[config.mk]
export PLATFORM = sky130hd
export DESIGN_NAME = timer_ctrl
export DESIGN_NICKNAME = d
export VERILOG_FILES = /design/src/rtl/timer_pkg.sv /design/src/rtl/counter.sv /design/src/rtl/dffr.sv /design/src/rtl/timer_ctrl.sv
export SDC_FILE = /design/constraint.sdc
export NUM_CORES = 1
export LEC_CHECK = 0
export CORE_ASPECT_RATIO = 1.4
export CORE_UTILIZATION = 59
export DETAILED_ROUTE_END_ITERATION = 8
export HOLD_SLACK_MARGIN = 0.03
export PLACE_DENSITY = 0.83
export SYNTH_ARGS = -nofsm -noshare
export SYNTH_HDL_FRONTEND = slang
export SYNTH_SLANG_ARGS = --single-unit
[constraint.sdc]
create_clock -name clk_i -period 6.7 [get_ports clk_i]
set_input_delay 1.005 -clock clk_i [delete_from_list [all_inputs] [get_ports clk_i]]
set_output_delay 1.005 -clock clk_i [all_outputs]
set_load 0.1 [all_outputs]
[src/rtl/timer_pkg.sv]
// Shared types and constants for the timer sequencer: FSM encoding, mode/direction
// codes and the next-state rule used by timer_ctrl.
package timer_pkg;

    typedef enum logic [1:0] {
        TMR_IDLE = 2'd0,
        TMR_LOAD = 2'd1,
        TMR_RUN  = 2'd2
    } tmr_state_e;

    localparam logic TMR_ONESHOT  = 1'b0;
    localparam logic TMR_PERIODIC = 1'b1;
    localparam logic TMR_UP       = 1'b0;
    localparam logic TMR_DOWN     = 1'b1;

    // stop has priority over everything, including a simultaneous start
    function automatic tmr_state_e tmr_next_state(
        input tmr_state_e state,
        input logic       start,
        input logic       stop,
        input logic       oneshot_end
    );
        tmr_state_e nxt;
        nxt = state;
        if (stop) begin
            nxt = TMR_IDLE;
        end else begin
            case (state)
                TMR_IDLE: nxt = start ? TMR_LOAD : TMR_IDLE;
                TMR_LOAD: nxt = start ? TMR_LOAD : TMR_RUN;
                TMR_RUN: begin
                    if (start) begin
                        nxt = TMR_LOAD;
                    end else if (oneshot_end) begin
                        nxt = TMR_IDLE;
                    end else begin
                        nxt = TMR_RUN;
                    end
                end
                default: nxt = TMR_IDLE;
            endcase
        end
        return nxt;
    endfunction

endpackage

[src/rtl/counter.sv]
// Common up/down counter primitive; priority is clear, then load, then count enable.
module counter #(
    parameter int WIDTH = 8
) (
    input  logic             clk_i,
    input  logic             rst_n_i,
    input  logic             clr_i,
    input  logic             load_i,
    input  logic [WIDTH-1:0] load_val_i,
    input  logic             en_i,
    input  logic             down_i,
    output logic [WIDTH-1:0] cnt_o
);

    logic [WIDTH-1:0] cnt_d;
    logic [WIDTH-1:0] cnt_q;

    always_comb begin
        cnt_d = cnt_q;
        if (clr_i) begin
            cnt_d = '0;
        end else if (load_i) begin
            cnt_d = load_val_i;
        end else if (en_i) begin
            cnt_d = down_i ? (cnt_q - WIDTH'(1)) : (cnt_q + WIDTH'(1));
        end
    end

    always_ff @(posedge clk_i or negedge rst_n_i) begin
        if (!rst_n_i) begin
            cnt_q <= '0;
        end else begin
            cnt_q <= cnt_d;
        end
    end

    assign cnt_o = cnt_q;

endmodule

[src/rtl/dffr.sv]
// Generic register with asynchronous active-low reset to a parameterised value.
module dffr #(
    parameter int               WIDTH     = 1,
    parameter logic [WIDTH-1:0] RESET_VAL = '0
) (
    input  logic             clk_i,
    input  logic             rst_n_i,
    input  logic [WIDTH-1:0] d_i,
    output logic [WIDTH-1:0] q_o
);

    always_ff @(posedge clk_i or negedge rst_n_i) begin
        if (!rst_n_i) begin
            q_o <= RESET_VAL;
        end else begin
            q_o <= d_i;
        end
    end

endmodule

[src/rtl/timer_ctrl.sv]
// Programmable timer sequencer: prescaler plus main counter stepped through
// load/run/terminal phases, producing tick, compare, done pulses and a sticky irq.
module timer_ctrl
    import timer_pkg::*;
#(
    parameter int DATA_WIDTH = 32,
    parameter int PSCR_WIDTH = 16
) (
    input  logic                  clk_i,
    input  logic                  rst_n_i,
    input  logic                  start_i,
    input  logic                  stop_i,
    input  logic                  mode_i,
    input  logic                  dir_i,
    input  logic [PSCR_WIDTH-1:0] pscr_i,
    input  logic [DATA_WIDTH-1:0] reload_i,
    input  logic [DATA_WIDTH-1:0] cmp_i,
    input  logic                  irq_clr_i,
    output logic [DATA_WIDTH-1:0] cnt_o,
    output logic                  busy_o,
    output logic                  tick_o,
    output logic                  cmp_o,
    output logic                  done_o,
    output logic                  irq_o
);

    tmr_state_e            state_d;
    tmr_state_e            state_q;
    logic [1:0]            state_bits_q;

    logic                  mode_d,   mode_q;
    logic                  dir_d,    dir_q;
    logic [PSCR_WIDTH-1:0] pscr_d,   pscr_q;
    logic [DATA_WIDTH-1:0] reload_d, reload_q;
    logic [DATA_WIDTH-1:0] cmp_d,    cmp_q;
    logic                  irq_d,    irq_q;

    logic [PSCR_WIDTH-1:0] presc_cnt;
    logic [DATA_WIDTH-1:0] main_cnt;

    logic                  in_load;
    logic                  in_run;
    logic                  cancel;
    logic                  tick;
    logic                  terminal;
    logic                  done;
    logic                  cmp_hit;
    logic                  presc_clr;
    logic                  presc_en;
    logic                  main_load;
    logic                  main_en;
    logic [DATA_WIDTH-1:0] main_load_val;

    always_comb begin
        mode_d   = mode_q;
        dir_d    = dir_q;
        pscr_d   = pscr_q;
        reload_d = reload_q;
        cmp_d    = cmp_q;
        if (start_i) begin
            mode_d   = mode_i;
            dir_d    = dir_i;
            pscr_d   = pscr_i;
            reload_d = reload_i;
            cmp_d    = cmp_i;
        end
    end

    dffr #(.WIDTH(1)) u_mode_reg (
        .clk_i(clk_i), .rst_n_i(rst_n_i), .d_i(mode_d), .q_o(mode_q)
    );

    dffr #(.WIDTH(1)) u_dir_reg (
        .clk_i(clk_i), .rst_n_i(rst_n_i), .d_i(dir_d), .q_o(dir_q)
    );

    dffr #(.WIDTH(PSCR_WIDTH)) u_pscr_reg (
        .clk_i(clk_i), .rst_n_i(rst_n_i), .d_i(pscr_d), .q_o(pscr_q)
    );

    dffr #(.WIDTH(DATA_WIDTH)) u_reload_reg (
        .clk_i(clk_i), .rst_n_i(rst_n_i), .d_i(reload_d), .q_o(reload_q)
    );

    dffr #(.WIDTH(DATA_WIDTH)) u_cmp_reg (
        .clk_i(clk_i), .rst_n_i(rst_n_i), .d_i(cmp_d), .q_o(cmp_q)
    );

    assign in_load = (state_q == TMR_LOAD);
    assign in_run  = (state_q == TMR_RUN);

    // A start or stop in this cycle cancels any event the counters would produce
    assign cancel   = start_i | stop_i;
    assign tick     = in_run & ~cancel & (presc_cnt == pscr_q);
    assign terminal = (dir_q == TMR_DOWN) ? (main_cnt == '0) : (main_cnt == reload_q);
    assign done     = tick & terminal;
    assign cmp_hit  = tick & (main_cnt == cmp_q);

    assign presc_clr = in_load | tick;
    assign presc_en  = in_run & ~cancel;

    assign main_load_val = (dir_q == TMR_DOWN) ? reload_q : '0;
    assign main_load     = in_load | (done & (mode_q == TMR_PERIODIC));
    assign main_en       = tick & ~terminal;

    counter #(.WIDTH(PSCR_WIDTH)) u_presc_counter (
        .clk_i      (clk_i),
        .rst_n_i    (rst_n_i),
        .clr_i      (presc_clr),
        .load_i     (1'b0),
        .load_val_i ('0),
        .en_i       (presc_en),
        .down_i     (1'b0),
        .cnt_o      (presc_cnt)
    );

    counter #(.WIDTH(DATA_WIDTH)) u_main_counter (
        .clk_i      (clk_i),
        .rst_n_i    (rst_n_i),
        .clr_i      (1'b0),
        .load_i     (main_load),
        .load_val_i (main_load_val),
        .en_i       (main_en),
        .down_i     (dir_q),
        .cnt_o      (main_cnt)
    );

    always_comb begin
        state_d = tmr_next_state(state_q, start_i, stop_i,
                                 done & (mode_q == TMR_ONESHOT));
    end

    dffr #(.WIDTH(2), .RESET_VAL(2'(TMR_IDLE))) u_state_reg (
        .clk_i(clk_i), .rst_n_i(rst_n_i), .d_i(state_d), .q_o(state_bits_q)
    );

    assign state_q = tmr_state_e'(state_bits_q);

    // Setting wins over a coincident clear so a terminal count is never lost
    always_comb begin
        irq_d = done | (irq_q & ~irq_clr_i);
    end

    dffr #(.WIDTH(1)) u_irq_reg (
        .clk_i(clk_i), .rst_n_i(rst_n_i), .d_i(irq_d), .q_o(irq_q)
    );

    assign cnt_o  = main_cnt;
    assign busy_o = (state_q != TMR_IDLE);
    assign tick_o = tick;
    assign cmp_o  = cmp_hit;
    assign done_o = done;
    assign irq_o  = irq_q;

endmodule

==> flow_metrics.tcl, run 1 <==
set metrics [dict create \
    status "finished, final reports clean" \
    p_seq_frac 0.369 \
    p_clk_frac 0.315 \
    wl_per_cell_um 20.7 \
    powerDensity_nw_per_um2 273 \
    cts_made_buffers 17 \
    cts_resized 0 \
    areaGrowthSynthToFinish_pct 23.4 \
    yosysTopAreaCell "dfrtp_1" \
    startpoint_type "primary input" \
    syn_nets 906 \
    syn_inst 787 \
    finalClockSkew_ns 0.00570 \
    synthTopCellsByCount "133 x dfrtp_1, 82 x mux2_2, 74 x xor2_1, 51 x o21ai_0, 49 x a21oi_1" \
    ys_seq_elements 133 \
    clock_path_buffers 2 \
    crit_type "in -> out" \
    slew_viol_final 0 \
    num_antenna_cells 0 \
    setup-tns-final_ns 0 \
    crit_path_max_fanout 87 \
    grt_usage 0.339 \
    ant_nets 0 \
    hold_viol 0 \
    grt_pass1_wl_um 36000 \
    yosysMostFrequentCell "dfrtp_1" \
    dieArea_sq_um 14200 \
    swShare 0.377 \
    num_io_pins 124 \
    antenna_found_initial 0 \
    max_freq_mhz 192 \
    insertion_delay_ns 0.42 \
    first_pass_iters 5 \
    numClockSinks 133 \
    die_h_um 140 \
    drc 0 \
    yosysSeqAreaShare 0.413 \
    coreArea_sq_um 13400 \
    dr_total_vias 6676 \
    timing.hold.ws_ns 0.493 \
    n_fill_cell 993 \
    netlist_area_sq_um 8070 \
    critPathRequiredTime_ns 5.69 \
    htreeDepth 4 \
    fin_crit_ns 5.21 \
    drive_gt1_frac 0.149 \
    p_comb_frac 0.316 \
    initial_utilization 0.603 \
    cts_setup_buffers 0 \
    grt_pass1_vias 6791 \
    hpwl_um 16400 \
    synth_area_leaders "dfrtp_1 41%, mux2_2 11%, xor2_1 8.0%" \
    fin_crit_sh 0.777 \
    tightest_slew_ns 1.09 \
    rsz0062_at_grt "no" \
    wl_um 22700 \
    setup_ws_ns 1.49 \
    max-vdd-ir-drop_mv 0.201 \
    setup_viol 0 \
    maxCapViolations 0 \
    p_leak_nw 4.30 \
    place.gp.congestion 0.966 \
    grt_max_degree 88 \
    cp.arrival_ns 4.20 \
    p_int_w 0.00169 \
    hold_buffers 0 \
    root_buffer "clkbuf_16" \
    overflow 0 \
    fin_nets 1018 \
    drtIter0Drc 512 \
    ys.flop_type "dfrtp_1" \
    p_switching_w 0.00102 \
    relSlewSlack 0.272 \
    viasPerCell 6.10 \
    rows 50 \
    synth_edf_count 0 \
    ys_warn_count 0 \
    ys_types 58 \
    cts_tree "built" \
    syn_avg_cell_area_sq_um 10.2 \
    worstSetupEndpointType "primary output" \
    path_clk_slew_ns 0.06 \
    async_flop_share 1.00 \
    netlist.area_leader.share 0.413 \
    hold_class "reg -> reg" \
    dp_slack_ns 1.49 \
    io_buffers 123 \
    die_w_um 101 \
]
layer usage:
| metal | up-vias | part of all wire | track usage |
|---|---|---|---|
| met5 | - | 0 | 0 |
| met4 | 0 | 0.049 | 0.182 |
| met3 | 69 | 0.056 | 0.0604 |
| met2 | 275 | 0.52 | 0.587 |
| met1 | 3253 | 0.37 | 0.395 |
| li1 | 3079 | - | - |
metrics by stage:
stage | std cells | total power, W | util | area (sq um)
global route | 1094 | 0.00282 | 0.743 | 9950
floorplan | 787 | 0.00158 | - | 8070
CTS | 1094 | 0.00271 | 0.743 | 9950
finish | 1094 | 0.00271 | 0.743 | 9950
global placement | 1062 | 0.00183 | 0.703 | 9410
detailed placement | 1062 | 0.00185 | 0.703 | 9410
cells in the final DEF, fill, tap and decap left out, types with 5 or more instances in the layout:
master / n
nor3_1: 11
nor4_1: 25
mux2i_1: 8
xnor2_1: 39
a21o_1: 22
clkdlybuf4s50_1: 121
buf_4: 6
nand4_1: 14
and2_1: 5
a211oi_1: 5
nand3_1: 37
nor2_1: 42
nand2_1: 32
dfrtp_1: 132
clkbuf_16: 17
nor2b_1: 7
ha_1: 31
o21ai_0: 51
a21oi_1: 49
nand2b_1: 8
inv_1: 15
and3_1: 7
mux2_2: 82
clkinv_4: 5
xor2_1: 74
power groups by stage:
stage               registers, W  logic, W  clock network [W]
floorplan                0.00117  0.000411                  0
global placement         0.00101  0.000823                  0
detailed placement       0.00101  0.000843                  0
CTS                     0.000999  0.000850           0.000862
global route             0.00101  0.000909           0.000896
finish                   0.00100  0.000858           0.000854
sequential cells by signal (all words and copies together), names as in the netlist:
register and count:
u_cmp_reg.q_o 32, u_main_counter.cnt_o 32, u_reload_reg.q_o 32, u_presc_counter.cnt_o 16, u_pscr_reg.q_o 16, u_state_reg.q_o 2
u_dir_reg.q_o 1, u_irq_reg.q_o 1, u_mode_reg.q_o 1
final timing paths:
check / from / to / slack, ns / cells past startpoint
worst max-delay path: start_i / done_o / 1.49 / 8
worst min-delay path: u_state_reg.q_o[1]$_DFF_PN0_ / u_state_reg.q_o[0]$_DFF_PN0_ / 0.49 / 1
worst max register to register: u_dir_reg.q_o$_DFFE_PN0P_ / u_main_counter.cnt_o[31]$_DFFE_PN0P_ / 2.91 / 12
worst min register to register: u_state_reg.q_o[1]$_DFF_PN0_ / u_state_reg.q_o[0]$_DFF_PN0_ / 0.49 / 1
max in group asynchronous: rst_n_i / u_dir_reg.q_o$_DFFE_PN0P_ / 4.55 / 2
min in group asynchronous: rst_n_i / u_pscr_reg.q_o[6]$_DFFE_PN0P_ / 0.62 / 1
logic make-up after synthesis:
logic type	share of synthesized area
fa+ha+maj	0.0506
buf+inv	0.0248
simple gates	0.140
compound gates	0.125
xor+xnor	0.123
mux	0.124
flops	0.413
layout make-up:
cell class	count	area [sq um]	area share
clock buffer	19	443	0.0445
multi-input combinational	605	4540	0.456
inverter	15	56.3	0.00566
clock inverter	13	101	0.0102
timing repair buffer	127	1260	0.126
tap	182	228	0.0229
sequential	133	3330	0.335
critical path, stage by stage:
cell	delay (ns)
buf_4	0.41
nor3b_2	0.65
nand2_1	0.15
or4_4	0.49
inv_1	0.11
nand2b_1	0.13
inv_1	0.07
clkdlybuf4s50_1	1.13
No activity file was read; power rests on OpenSTA's default activity.
==> inputs of run 2 (changes only) <==
- CORE_UTILIZATION: 59 -> 55
- PLACE_DENSITY: 0.83 -> 0.78
- clock period: 6.7 -> 5.3 ns (I/O delays scaled with it)
==> run 2 against run 1 <==
Clock power rose by 32%. Die area rose by 7.1%. Wire length rose by 0.63%. Highest routed layer unchanged. Utilization fell by 4.8 points. Largest power group unchanged. Combinational power rose by 26%. First-iteration DRC count fell by 26%.
==> flow_metrics.tcl, run 2 (same netlist as run 1, synthesis figures left out) <==
set metrics [dict create \
    slowest_stage "nor3b_2" \
    worstSetupEndpointType "primary output" \
    crit_type "in -> out" \
    areaGrowthSynthToFinish_pct 23.9 \
    wl_per_cell_um 20.7 \
    crit_top_cell "buf_4" \
    relSlewSlack 0.289 \
    crit_path_max_fanout 87 \
    final_common_cell "dfrtp_1" \
    grt_pass1_wl_um 36500 \
    place.gp.congestion 0.988 \
    overflow 0 \
    max_freq_mhz 253 \
    wl_um 22800 \
    root_buffer "clkbuf_16" \
    powerDensity_nw_per_um2 349 \
    rsz0062_at_grt "no" \
    cts_made_buffers 17 \
    startpoint_type "primary input" \
    use_met3 0.0440 \
    die_w_um 104 \
    die_h_um 145 \
    p_leak_nw 4.32 \
    status "finished, final reports clean" \
    antenna_found_initial 0 \
    cts_setup_buffers 0 \
    critical-path-top-delay-family "simple AND/OR/NAND/NOR gates" \
    slew_viol_final 0 \
    clock_path_buffers 2 \
    path_clk_slew_ns 0.06 \
    tightest_slew_ns 1.07 \
    first_pass_iters 5 \
    drtIter0Drc 381 \
    final_cell_mix "132 x dfrtp_1, 118 x clkdlybuf4s50_1, 82 x mux2_2" \
    grt_pass1_vias 6862 \
    coreArea_sq_um 14400 \
    max-vdd-ir-drop_mv 0.245 \
    viasPerCell 6.05 \
    met1_usage 0.359 \
    grt_max_degree 88 \
    drive_gt1_frac 0.151 \
    r2r_slack_ns 1.64 \
    timing.rr.start "u_dir_reg.q_o$_DFFE_PN0P_" \
    fin_crit_ns 3.96 \
    numClockSinks 133 \
    setup-tns-final_ns 0 \
    dr_total_vias 6674 \
    ant_nets 0 \
    r2r.worst_path.cells 12 \
    num_antenna_cells 0 \
    reg2reg_to "u_main_counter.cnt_o[28]$_DFFE_PN0P_" \
    critPathRequiredTime_ns 4.51 \
    io_buffers 123 \
    max_stage_delay_ns 0.59 \
    hold_viol 0 \
    maxCapViolations 0 \
    grt_busiest_layer "met2" \
    fin_crit_sh 0.747 \
    path_cells "buf_4, nor3b_2, nand2_1, or4_4, nor3_1, buf_4" \
    insertion_delay_ns 0.41 \
    initial_utilization 0.561 \
    finalClockSkew_ns 0.00666 \
    hold_buffers 0 \
    grt_util_met2 0.553 \
    htreeDepth 4 \
    cp_num_buf_inv 2 \
    cts_resized 0 \
    crit_cells 6 \
    hold_class "in -> async" \
    hpwl_um 17200 \
    drc 0 \
    dieArea_sq_um 15200 \
    fin_nets 1020 \
    cp.arrival_ns 3.17 \
    num_io_pins 124 \
    cts_tree "built" \
    dp_slack_ns 1.33 \
    setup_ws_ns 1.34 \
    rows 52 \
    grt_usage 0.314 \
    setup_viol 0 \
]
-- run 2: cell types whose count changed in the layout (fill, tap and decap cells not counted), sizes merged --
| cell | change |
|---|---|
| buf | +5 |
| clkbuf | +4 |
| clkinv | -4 |
| inv | -4 |
| clkdlybuf4s50 | -3 |
| bufinv | +2 |
| clkinvlp | +2 |
-- run 2: where the power goes --
| part | switching (W) | internal (W) |
|---|---|---|
| Clock | 0.000418 | 0.000713 |
| Combinational | 0.000670 | 0.000408 |
| Sequential | 0.000164 | 0.00111 |
| Total | 0.00125 | 0.00224 |
-- run 2: worst reg2reg max path: cells and delay by family (launching register included) --
kind / cells / cell delay [ns]
compound gates: 6 / 1.29
fa+ha+maj: 1 / 0.43
buf+inv: 1 / 0.50
flops: 1 / 0.66
mux: 1 / 0.29
simple gates: 3 / 0.44
-- run 2: metal layers --
metal | wire, um | share of wire
met3 | 1110 | 0.048
met5 | 0 | 0
met2 | 11900 | 0.52
met4 | 1280 | 0.056
met1 | 8510 | 0.37
-- run 2: through the flow --
stage	hold WS (ns)	utilization	std cells	power, W	area [sq um]
after floorplan	0.442	-	787	0.00200	8070
after global placement	0.469	0.655	1071	0.00232	9420
after detailed placement	0.494	0.655	1071	0.00235	9420
after CTS	0.375	0.695	1103	0.00349	9990
after global routing	0.387	0.695	1103	0.00362	9990
final	0.357	0.695	1103	0.00349	9990
-- run 2: worst max path at each step --
stage             from                              endpoint  slack [ns]
2_1_floorplan  start_i                                 cmp_o        0.51
3_3_place_gp   start_i  u_main_counter.cnt_o[22]$_DFFE_PN0P_        1.35
5_1_grt        start_i                                 cmp_o        1.24
6_report       start_i                                 cmp_o        1.34
3_5_place_dp   start_i  u_main_counter.cnt_o[22]$_DFFE_PN0P_        1.33
4_1_cts        start_i                                 cmp_o        1.37
-- run 2: layout make-up --
class,count,area (sq um)
clock inverters,9,103
multi-input cells,605,4540
flip-flops and latches,133,3330
repair buffers,129,1260
fillers,1098,4380
inverters,15,56.3
well taps,189,236
clock buffers,23,468
==> inputs of run 3 (changes only) <==
- clock period: 5.3 -> 4 ns (I/O delays scaled with it)
==> run 3 against run 2 <==
Worst hold slack lost 0.089 ns. Power grew 38%. Utilization grew 1.1 points. Global-route usage grew 1.4 points. Clock-buffer cell count shrank 6. Sequential share of layout area shrank 0.52 points. Clock skew grew 0.0034 ns. Critical path depth grew 2. Setup slack lost 0.86 ns. Via count grew 2.0%. Combinational power grew 32%. Die area is the same. Critical path type is now reg -> out. Largest power group is now the clock network.
==> flow_metrics.tcl, run 3 (same netlist as run 1, synthesis figures left out) <==
set metrics [dict create \
    layout.cells.non_filler 1107 \
    crit_type "reg -> out" \
    hold_viol 0 \
    final_cell_mix "132 x dfrtp_1, 118 x clkdlybuf4s50_1, 82 x mux2_2" \
    slew_viol_final 0 \
    hpwl_um 17600 \
    grt_pass1_wl_um 38100 \
    path_clk_slew_ns 0.06 \
    wl_um 23700 \
    dieArea_sq_um 15200 \
    crit_cells 8 \
    fin_nets 1024 \
    startpoint_type "flop" \
    first_pass_iters 5 \
    slowest_stage "dfrtp_2" \
    drtIter0Drc 374 \
    r2r.worst_path.cells 11 \
    p_leak_nw 4.40 \
    maxCapViolations 0 \
    cts_made_buffers 17 \
    max_stage_delay_ns 0.68 \
    num_antenna_cells 0 \
    die_h_um 145 \
    cts_tree "built" \
    grt_pass1_vias 7233 \
    path_cells "inv_1, nor4_1, nand4_1, nor4_1, a21oi_1, nand2b_1, inv_1, buf_12" \
    critPathRequiredTime_ns 3.40 \
    max_freq_mhz 284 \
    hold_buffers 0 \
    die_w_um 104 \
    fin_crit_sh 0.881 \
    num_io_pins 124 \
    drc 0 \
    overflow 0 \
    io_buffers 123 \
    status "finished, final reports clean" \
    rsz0062_at_grt "no" \
    clock_path_buffers 2 \
    place.gp.congestion 1.02 \
    hold_class "in -> async" \
    grt_max_degree 87 \
    setup-tns-final_ns 0 \
    final_common_cell "dfrtp_1" \
    dr_total_vias 6808 \
    ant_nets 0 \
    cp_num_buf_inv 3 \
    areaGrowthSynthToFinish_pct 25.9 \
    place_inst 1075 \
    wl_per_cell_um 21.4 \
    finalClockSkew_ns 0.0100 \
    antenna_found_initial 0 \
    insertion_delay_ns 0.43 \
    crit_path_max_fanout 26 \
    coreArea_sq_um 14400 \
    root_buffer "clkbuf_16" \
    viasPerCell 6.15 \
    numClockSinks 133 \
    grt_usage 0.328 \
    htreeDepth 4 \
    worstSetupEndpointType "primary output" \
    critical-path-top-delay-family "simple AND/OR/NAND/NOR gates" \
    max-vdd-ir-drop_mv 0.350 \
    cts_resized 0 \
    drive_gt1_frac 0.160 \
    powerDensity_nw_per_um2 476 \
    cts_setup_buffers 0 \
    tightest_slew_ns 1.09 \
    rows 52 \
    setup_viol 0 \
    cp.arrival_ns 2.92 \
    fin_crit_ns 3.52 \
    initial_utilization 0.561 \
    relSlewSlack 0.274 \
]
## run 3: cell types whose count changed in the layout (fill, tap and decap cells not counted), sizes merged
cell / before / now
bufinv: 2 / 4
inv: 15 / 20
clkinvlp: 3 / 1
buf: 11 / 15
clkbuf: 23 / 17
clkinv: 4 / 5
## run 3: stage by stage
stage                     utilization  total power [W]  hold WS, ns  setup WS (ns)  area (sq um)
final                           0.706          0.00483        0.268          0.477         10200
after global routing            0.706          0.00500        0.348          0.199         10200
after CTS                       0.706          0.00483        0.295          0.455         10200
after detailed placement        0.661          0.00312        0.481          0.568          9510
after global placement          0.661          0.00309        0.465          0.643          9510
after floorplan                     -          0.00265        0.304          0.270          8070
## run 3: worst register-to-register path, cell delays in order, from the launching register on
cell	delay (ns)
dfrtp_2	0.68
ha_1	0.40
and3_4	0.23
a221o_1	0.37
a2111oi_4	0.39
a21oi_2	0.17
a31o_4	0.28
a41oi_2	0.25
o21ai_2	0.11
nor3b_1	0.15
a311oi_1	0.26
nand2_1	0.08
## run 3: report_power, final
group          internal (W)  switching [W]  total [W]  leakage (nW)
Clock               0.00106       0.000644    0.00170         0.311
Sequential          0.00148       0.000219    0.00169          1.64
Combinational      0.000544       0.000887    0.00143          2.44
Total               0.00308        0.00175    0.00483          4.40
## run 3: per-layer routing
metal  share of wire  vias to the layer above  track usage
met4           0.046                        0        0.172
met2            0.54                      258        0.595
li1                -                     3112            -
met1            0.37                     3363        0.364
met5               0                        -            0
met3           0.047                       75       0.0526
## run 3: worst paths after layout
path / startpoint / slack, ns / end
min reg2reg: u_state_reg.q_o[1]$_DFF_PN0_ / 0.49 / u_state_reg.q_o[0]$_DFF_PN0_
min: rst_n_i / 0.27 / u_pscr_reg.q_o[6]$_DFFE_PN0P_
min in group clk_i: u_state_reg.q_o[1]$_DFF_PN0_ / 0.49 / u_state_reg.q_o[0]$_DFF_PN0_
max in group asynchronous: rst_n_i / 2.85 / u_dir_reg.q_o$_DFFE_PN0P_
max: u_dir_reg.q_o$_DFFE_PN0P_ / 0.48 / done_o
max reg2reg: u_dir_reg.q_o$_DFFE_PN0P_ / 0.51 / u_main_counter.cnt_o[31]$_DFFE_PN0P_
## run 3: cell type report
type	instances	area, sq um
timing repair buffer	133	1340
clock buffer	17	425
sequential	133	3330
tap	189	236
clock inverter	15	218
fill	1107	4230
inverter	15	56.3
multi-input combinational	605	4540
